===== config.mk =====
export PLATFORM = sky130hd
export DESIGN_NAME = touch_led_ctrl
export DESIGN_NICKNAME = d
export VERILOG_FILES = /design/src/rtl/touch_led_ctrl.sv
export SDC_FILE = /design/constraint.sdc
export NUM_CORES = 1
export LEC_CHECK = 0
export CORE_ASPECT_RATIO = 0.9
export CORE_MARGIN = 1
export CORE_UTILIZATION = 46
export CTS_CLUSTER_SIZE = 14
export DETAILED_ROUTE_END_ITERATION = 6
export GPL_TIMING_DRIVEN = 1
export MAX_ROUTING_LAYER = met4
export PLACE_DENSITY = 0.65
export SLEW_MARGIN = 20
export SYNTH_ARGS = -nofsm -noshare
export SYNTH_HDL_FRONTEND = slang
export SYNTH_SLANG_ARGS = --single-unit

===== constraint.sdc =====
create_clock -name clk -period 2.01 [get_ports clk]
set_input_delay 0.402 -clock clk [delete_from_list [all_inputs] [get_ports clk]]
set_output_delay 0.402 -clock clk [all_outputs]
set_load 0.01 [all_outputs]

===== src/rtl/touch_led_ctrl.sv =====
// rtl/touch_led_ctrl.sv - touch key debounce, short/long press classification and LED mode sequencer
// Optional: define LED_ACTIVE_LOW_EN to drive the led port inverted for active-low LED wiring.
module touch_led_ctrl #(
    parameter int DEB_CYCLES  = 1000000,
    parameter int LONG_CYCLES = 50000000,
    parameter int SLOW_HALF   = 25000000,
    parameter int FAST_HALF   = 5000000
) (
    input  logic       clk,
    input  logic       rst,
    input  logic       touch_key,
    output logic       led,
    output logic [1:0] mode,
    output logic       press_pulse
);

    localparam int DW = (DEB_CYCLES  > 1) ? $clog2(DEB_CYCLES)  : 1;
    localparam int HW = (LONG_CYCLES > 1) ? $clog2(LONG_CYCLES) : 1;
    localparam int SW = (SLOW_HALF   > 1) ? $clog2(SLOW_HALF)   : 1;
    localparam int FW = (FAST_HALF   > 1) ? $clog2(FAST_HALF)   : 1;
    localparam int BW = (SW > FW) ? SW : FW;

    localparam logic [DW-1:0] DEB_MAX  = DW'(DEB_CYCLES - 1);
    localparam logic [HW-1:0] LONG_MAX = HW'(LONG_CYCLES - 1);
    localparam logic [BW-1:0] SLOW_MAX = BW'(SLOW_HALF - 1);
    localparam logic [BW-1:0] FAST_MAX = BW'(FAST_HALF - 1);

    typedef enum logic [1:0] {
        S_IDLE,
        S_PRESSED,
        S_LONG_HELD
    } state_t;

    logic          sync1_q, sync2_q;
    logic [1:0]    vld_q, vld_d;
    logic          rel_seen_q, rel_seen_d;
    logic          key_db_q, key_db_d;
    logic [DW-1:0] deb_cnt_q, deb_cnt_d;
    state_t        state_q, state_d;
    logic [HW-1:0] hold_cnt_q, hold_cnt_d;
    logic [1:0]    mode_q, mode_d;
    logic          pulse_q, pulse_d;
    logic [1:0]    mode_prev_q, mode_prev_d;
    logic [BW-1:0] blink_cnt_q, blink_cnt_d;
    logic          led_q, led_d;
    logic [BW-1:0] half_max;

    always_ff @(posedge clk) begin
        if (rst) begin
            sync1_q     <= 1'b0;
            sync2_q     <= 1'b0;
            vld_q       <= 2'b00;
            rel_seen_q  <= 1'b0;
            key_db_q    <= 1'b0;
            deb_cnt_q   <= '0;
            state_q     <= S_IDLE;
            hold_cnt_q  <= '0;
            mode_q      <= 2'd0;
            pulse_q     <= 1'b0;
            mode_prev_q <= 2'd0;
            blink_cnt_q <= '0;
            led_q       <= 1'b0;
        end else begin
            sync1_q     <= touch_key;
            sync2_q     <= sync1_q;
            vld_q       <= vld_d;
            rel_seen_q  <= rel_seen_d;
            key_db_q    <= key_db_d;
            deb_cnt_q   <= deb_cnt_d;
            state_q     <= state_d;
            hold_cnt_q  <= hold_cnt_d;
            mode_q      <= mode_d;
            pulse_q     <= pulse_d;
            mode_prev_q <= mode_prev_d;
            blink_cnt_q <= blink_cnt_d;
            led_q       <= led_d;
        end
    end

    assign half_max = (mode_q == 2'd2) ? SLOW_MAX : FAST_MAX;

    always_comb begin
        vld_d       = {vld_q[0], 1'b1};
        rel_seen_d  = rel_seen_q;
        key_db_d    = key_db_q;
        deb_cnt_d   = '0;
        state_d     = state_q;
        hold_cnt_d  = hold_cnt_q;
        mode_d      = mode_q;
        pulse_d     = 1'b0;
        mode_prev_d = mode_q;
        blink_cnt_d = '0;
        led_d       = led_q;

        // A key still held across reset must be seen released before it can start a press.
        if (vld_q[1] && !sync2_q && !key_db_q)
            rel_seen_d = 1'b1;

        if (sync2_q != key_db_q) begin
            if (deb_cnt_q == DEB_MAX) begin
                key_db_d  = sync2_q;
                deb_cnt_d = '0;
            end else begin
                deb_cnt_d = deb_cnt_q + 1'b1;
            end
        end

        case (state_q)
            S_IDLE: begin
                if (key_db_q && rel_seen_q) begin
                    state_d    = S_PRESSED;
                    hold_cnt_d = '0;
                end
            end
            S_PRESSED: begin
                // Release is tested before the long threshold so a tie counts as short.
                if (!key_db_q) begin
                    state_d = S_IDLE;
                    mode_d  = mode_q + 2'd1;
                    pulse_d = 1'b1;
                end else if (hold_cnt_q == LONG_MAX) begin
                    state_d = S_LONG_HELD;
                    mode_d  = 2'd0;
                end else begin
                    hold_cnt_d = hold_cnt_q + 1'b1;
                end
            end
            S_LONG_HELD: begin
                if (!key_db_q)
                    state_d = S_IDLE;
            end
            default: state_d = S_IDLE;
        endcase

        if (mode_prev_q != mode_q) begin
            led_d = (mode_q != 2'd0);
        end else begin
            case (mode_q)
                2'd0: led_d = 1'b0;
                2'd1: led_d = 1'b1;
                default: begin
                    if (blink_cnt_q == half_max) begin
                        led_d = ~led_q;
                    end else begin
                        blink_cnt_d = blink_cnt_q + 1'b1;
                    end
                end
            endcase
        end
    end

    assign mode        = mode_q;
    assign press_pulse = pulse_q;

`ifdef LED_ACTIVE_LOW_EN
    assign led = ~led_q;
`else
    assign led = led_q;
`endif

endmodule


Word-level counts from Yosys, hierarchy flattened

Cells that the tools add are included.

Word-level logic and storage cells: 70
Input port bits: 3
Register bits after elaboration: 85
Output and inout bits: 4

Multiplexer cells: 17
Add/subtract/negate cells: 4
Equal/unequal tests: 15
Bitwise logic cells: 3
Reduce and logical (&&, ||, !) cells: 17

Operators by type and width:

| cell                                                                   | number |
|---|---|
| 26-bit 2-to-1 mux                                                      | 3 |
| 26-bit one-hot mux with 2 select lines                                 | 1 |
| 26-bit by 1-bit adder with 26-bit output (second input constant)       | 1 |
| 26-bit equality test (second input constant)                           | 1 |
| 25-bit by 1-bit adder with 25-bit output (second input constant)       | 1 |
| 25-bit equality test                                                   | 1 |
| 25-bit 2-to-1 mux                                                      | 1 |
| 20-bit by 1-bit adder with 20-bit output (second input constant)       | 1 |
| 20-bit equality test (second input constant)                           | 1 |
| 2-bit 2-to-1 mux                                                       | 6 |
| 2-bit inequality test (second input constant)                          | 4 |
| 2-bit one-hot mux with 3 select lines                                  | 1 |
| 5-bit OR reduction                                                     | 1 |
| 2-bit by 1-bit equality test with 1-bit output (second input constant) | 2 |
| 2-bit equality test (second input constant)                            | 2 |
| 2-bit zero test                                                        | 2 |
| 1-bit 2-to-1 mux                                                       | 4 |
| 2-bit AND reduction                                                    | 2 |
| 4-bit AND reduction                                                    | 1 |
| 2-bit nonzero test                                                     | 2 |
| 4-bit nonzero test                                                     | 1 |
| 1-bit logical AND                                                      | 3 |
| 3-bit inequality test (second input constant)                          | 1 |
| 1-bit inverter                                                         | 3 |
| other kinds (9)                                                        | 10 |

Depth between registers and ports, before layout

Word-level depth: 6
Gate-level depth with buffers: 8
Depth with buffers taken out: 7

Worst setup path after synthesis

Ideal clock, no wire load.

Path type: reg2reg
Start point: register hold_cnt_q[0]
End point: register hold_cnt_q[18]
Clock period less this slack: 1.879 ns
Data arrival time: 1.809 ns
Library setup time: 0.070 ns
Stages on the path, launching flop included: 7
Setup slack: 0.131 ns
Required time: 1.940 ns
Buffers on the path: 0
Cell sequence: dfxtp_1 ha_1 nand3_1 nor4_4 nand2_2 or4_1 a21boi_1

Longest elaborated chain between the ends: 4
Elaborated cells between the ends (all ways): 7
Classes of those cells: add/sub: 1; eq/ne: 2; mux: 3; reduce/logical: 1

Ends and longest elaborated chain:

| item                                     | RTL line | text |
|---|---|---|
| from (decl)                              | 40       | `logic [HW-1:0] hold_cnt_q, hold_cnt_d;` |
| from (signal assigned)                   | 71       | `hold_cnt_q <= hold_cnt_d;` |
| 26-bit by 1-bit adder with 26-bit output | 125      | `hold_cnt_d = hold_cnt_q + 1'b1;` |
| 26-bit 2-to-1 mux                        | 121      | `end else if (hold_cnt_q == LONG_MAX) begin` |
| 26-bit 2-to-1 mux                        | 117      | `if (!key_db_q) begin` |
| 26-bit one-hot mux with 2 select lines   | 108      | `case (state_q)` |

Parallel ways exist; a longest one is shown, timed or not. The select of a mux whose other input is x is not followed.
A chain may end at the register's enable or synchronous reset.

Worst setup path after layout

Start point: register hold_cnt_q[1]
End point: register hold_cnt_q[17]

The elaborated chain is that of the path after synthesis.

==> results.py <==
metrics = {
    "clock_network": {
        "clkLatencyLatePin_ns": 0.35,
        "clk_pin_slew_worst_paths_ns": 0.09,
        "cts.path.max_buffers": 2,
        "cts_hold_buf": 0,
        "clockRootBuffer": "clkbuf_8",
        "post-cts-setup-buffers": 0,
        "cts_tree": "yes",
        "cts_resized": 0,
        "clkSinkCount": 85,
        "h-tree-depth": 3,
        "cts_buffers": 9,
    },
    "die": {
        "io-pin-count": 7,
        "core_area_sq_mm": 0.008608,
        "initial_core_util_pct": 47.44,
        "fp.dieH_um": 91.39,
        "die_area_sq_mm": 0.009260,
        "num_rows": 32,
        "die_w_um": 101.3,
    },
    "min_path": {
        "min_path_type": "reg2reg",
        "worst_hold_path.num_cells": 1,
    },
    "logic_synthesis": {
        "synth_mux_area_share_pct": 0.4902,
        "synth_top_family_by_area": "simple AND/OR/NAND/NOR gates",
        "synth_edf_count": 0,
        "yosysMostFrequentCell": "dfxtp_1",
        "synth-xor-area-share_pct": 9.436,
        "synth-seq-cells": 85,
        "synthCells": 479,
        "synthAdderAreaFrac_pct": 1.838,
        "avgSynthCellArea_sq_um": 8.526,
        "synth_async_sr_flop_share_pct": 0,
        "syn_area_sq_mm": 0.004084,
        "yosys.area_share.simple_pct": 31.19,
        "synth_top_area_share_pct": 41.67,
        "synth.distinct_cells": 59,
        "synth_top_flop_cell": "dfxtp_1",
        "yosysSeqAreaShare_pct": 41.67,
        "synth_area_leaders": "dfxtp_1 (42%), xor2_1 (6.9%), nor2_1 (6.7%)",
        "synth_compound_area_share_pct": 12.29,
        "synth_common_cells": "dfxtp_1 (85), nor2_1 (73), nand3_1 (34), xor2_1 (32), nand2_1 (27)",
        "synth_nets": 488,
        "yosys_warnings": 0,
        "synth_top_area_cell": "dfxtp_1",
    },
    "global_routing": {
        "grt_pass1_vias": 3359,
        "gr-usage-all-layers_pct": 22.34,
        "grt_max_degree": 26,
        "use_met1_pct": 31.74,
        "use_met2_pct": 30.44,
        "antenna_found_initial": 0,
        "overflow": 0,
        "busiest_layer": "met1",
        "use_met3_pct": 6.159,
        "grt_pass1_wl_mm": 15.97,
    },
    "power": {
        "power_mw": 2.959,
        "vdd_ir_drop_max_mv": 0.5288,
        "pwr_density_cell_mw_per_mm2": 631.1,
        "leakagePower_nw": 1.584,
    },
    "worst_setup_path": {
        "crit_path_end_kind": "flip-flop",
        "cp-start-kind": "flip-flop",
        "crit_arrival_ns": 2.16,
        "worst-setup-path-type": "reg2reg",
        "required_ns": 2.26,
        "reg2regPathDepth": 7,
        "crit_path_max_fanout": 14,
    },
    "placement": {
        "routabilityCongestion": 0.8792,
        "placed_area_sq_mm": 0.004469,
        "dp_cells": 616,
        "portBuffers": 6,
        "hpwlAfterDp_mm": 6.356,
    },
    "job": {
        "cap_violations": 0,
    },
    "routing": {
        "routed_via_density": 5.655,
        "post-route-drc-count": 0,
        "drtIter0Drc": 153,
        "routedWlPerCell_um": 14.57,
        "vias": 3574,
        "drt_first_pass_iters": 5,
        "drt_wl_total_mm": 9.211,
        "antenna_left": 0,
    },
    "timing": {
        "drv_slew": 0,
        "period_minus_slack_ns": 1.909,
        "clock-skew-final_ns": 0.009628,
        "max_freq_mhz": 523.8,
        "tns_ns": 0,
        "rsz0062_at_grt": "yes",
        "hold_viol": 0,
        "tightest_slew_ns": 0.5276,
        "period_share_pct": 94.97,
        "setup_viol": 0,
        "maxSlewHeadroom_pct": 64.45,
        "holdWs_ns": 0.4532,
    },
    "cells_and_area": {
        "multi_input_area_sq_mm": 0.002280,
        "stdcell_count": 632,
        "antennaDiodeCount": 0,
        "regArea_sq_mm": 0.001704,
        "syn_to_final_growth_pct": 14.80,
        "final_area_sq_mm": 0.004688,
        "finalNetCount": 517,
        "final.fill_count": 829,
        "drive_gt1_share_pct": 11.89,
    },
    "run_status": {
        "status": "completed",
    },
}
-- cells by family (layout without fill, tap and decap cells) --
group,count (synthesis),count (layout)
muxes,2,2
AOI/OAI and AO/OA,74,74
DFF,85,85
and+or+nand+nor,237,237
buffers and inverters,31,65
xor gates and xnor gates,44,44
adders and majority gates,6,6
-- worst paths after layout --
kind	from	slack, ns	end
hold reg to reg	vld_q[0]$_DFF_P_	0.45	vld_q[1]$_SDFF_PP0_
setup reg to reg	hold_cnt_q[1]$_SDFFE_PP0P_	0.10	hold_cnt_q[17]$_SDFFE_PP0P_
setup / recovery	hold_cnt_q[1]$_SDFFE_PP0P_	0.10	hold_cnt_q[17]$_SDFFE_PP0P_
hold / removal	vld_q[0]$_DFF_P_	0.45	vld_q[1]$_SDFF_PP0_
-- report_power, final --
group          internal (mW)  switching [mW]  leakage (nW)
clock network          0.606           0.601        0.0964
logic                 0.0225          0.0331         0.801
registers               1.69         0.00571         0.687
-- per-layer routing --
layer	vias up	wire, um
met5	-	0
met4	0	131
met3	13	467
met2	80	3930
met1	1685	4681
li1	1796	-
-- state kept, by name, summed over array words and instances, names as in the netlist, 2 cells and up --
signal and flops:
blink_cnt_q 25, deb_cnt_q 20, hold_cnt_q 26, mode 2
mode_prev_q 2, state_q 2, vld_q 2
-- worst max-delay path: stages (launching register included) --
cell	delay, ns
dfxtp_2	0.36
ha_2	0.21
and3_1	0.23
nand4_1	0.22
o211ai_1	0.22
buf_4	0.24
nor4_1	0.07
a211o_1	0.26
-- final cells by class --
class                           count  area share [%]
Multi-Input combinational cell    363           48.63
Inverter                           12          0.9608
Clock inverter                      4           1.014
Timing Repair Buffer               37           6.779
Clock buffer                       12           3.096
Tap cell                          119           3.176
Sequential cell                    85           36.35
-- through the flow --
| step | worst slack [ns] | util [%] |
|---|---|---|
| after floorplan | 0.1306 | - |
| after global placement | 0.09644 | 51.92 |
| after detailed placement | 0.06944 | 51.92 |
| after CTS | 0.04205 | 54.16 |
| after global routing | -0.01942 | 54.46 |
| final | 0.1010 | 54.46 |
-- cell usage in the layout, fill, tap and decap left out, drive strengths merged, types with 3 or more instances in the layout --
master and instances:
inv 12, nor3 8, o211ai 5, nand4 26, clkbuf 12, xor2 32
nand2b 4, or3 5, nor4 8, and4 8, a21boi 6, nor4b 5
clkdlybuf4s50 6, nor2 73, nand3 36, a31oi 5, xnor2 12, dfxtp 85
nor2b 7, nand2 28, a2bb2oi 3, and3 13, buf 31, a21oi 9
or4 5, o21ai 18, o31ai 9, ha 6
Note: power is estimated with default switching activity, not from simulation.
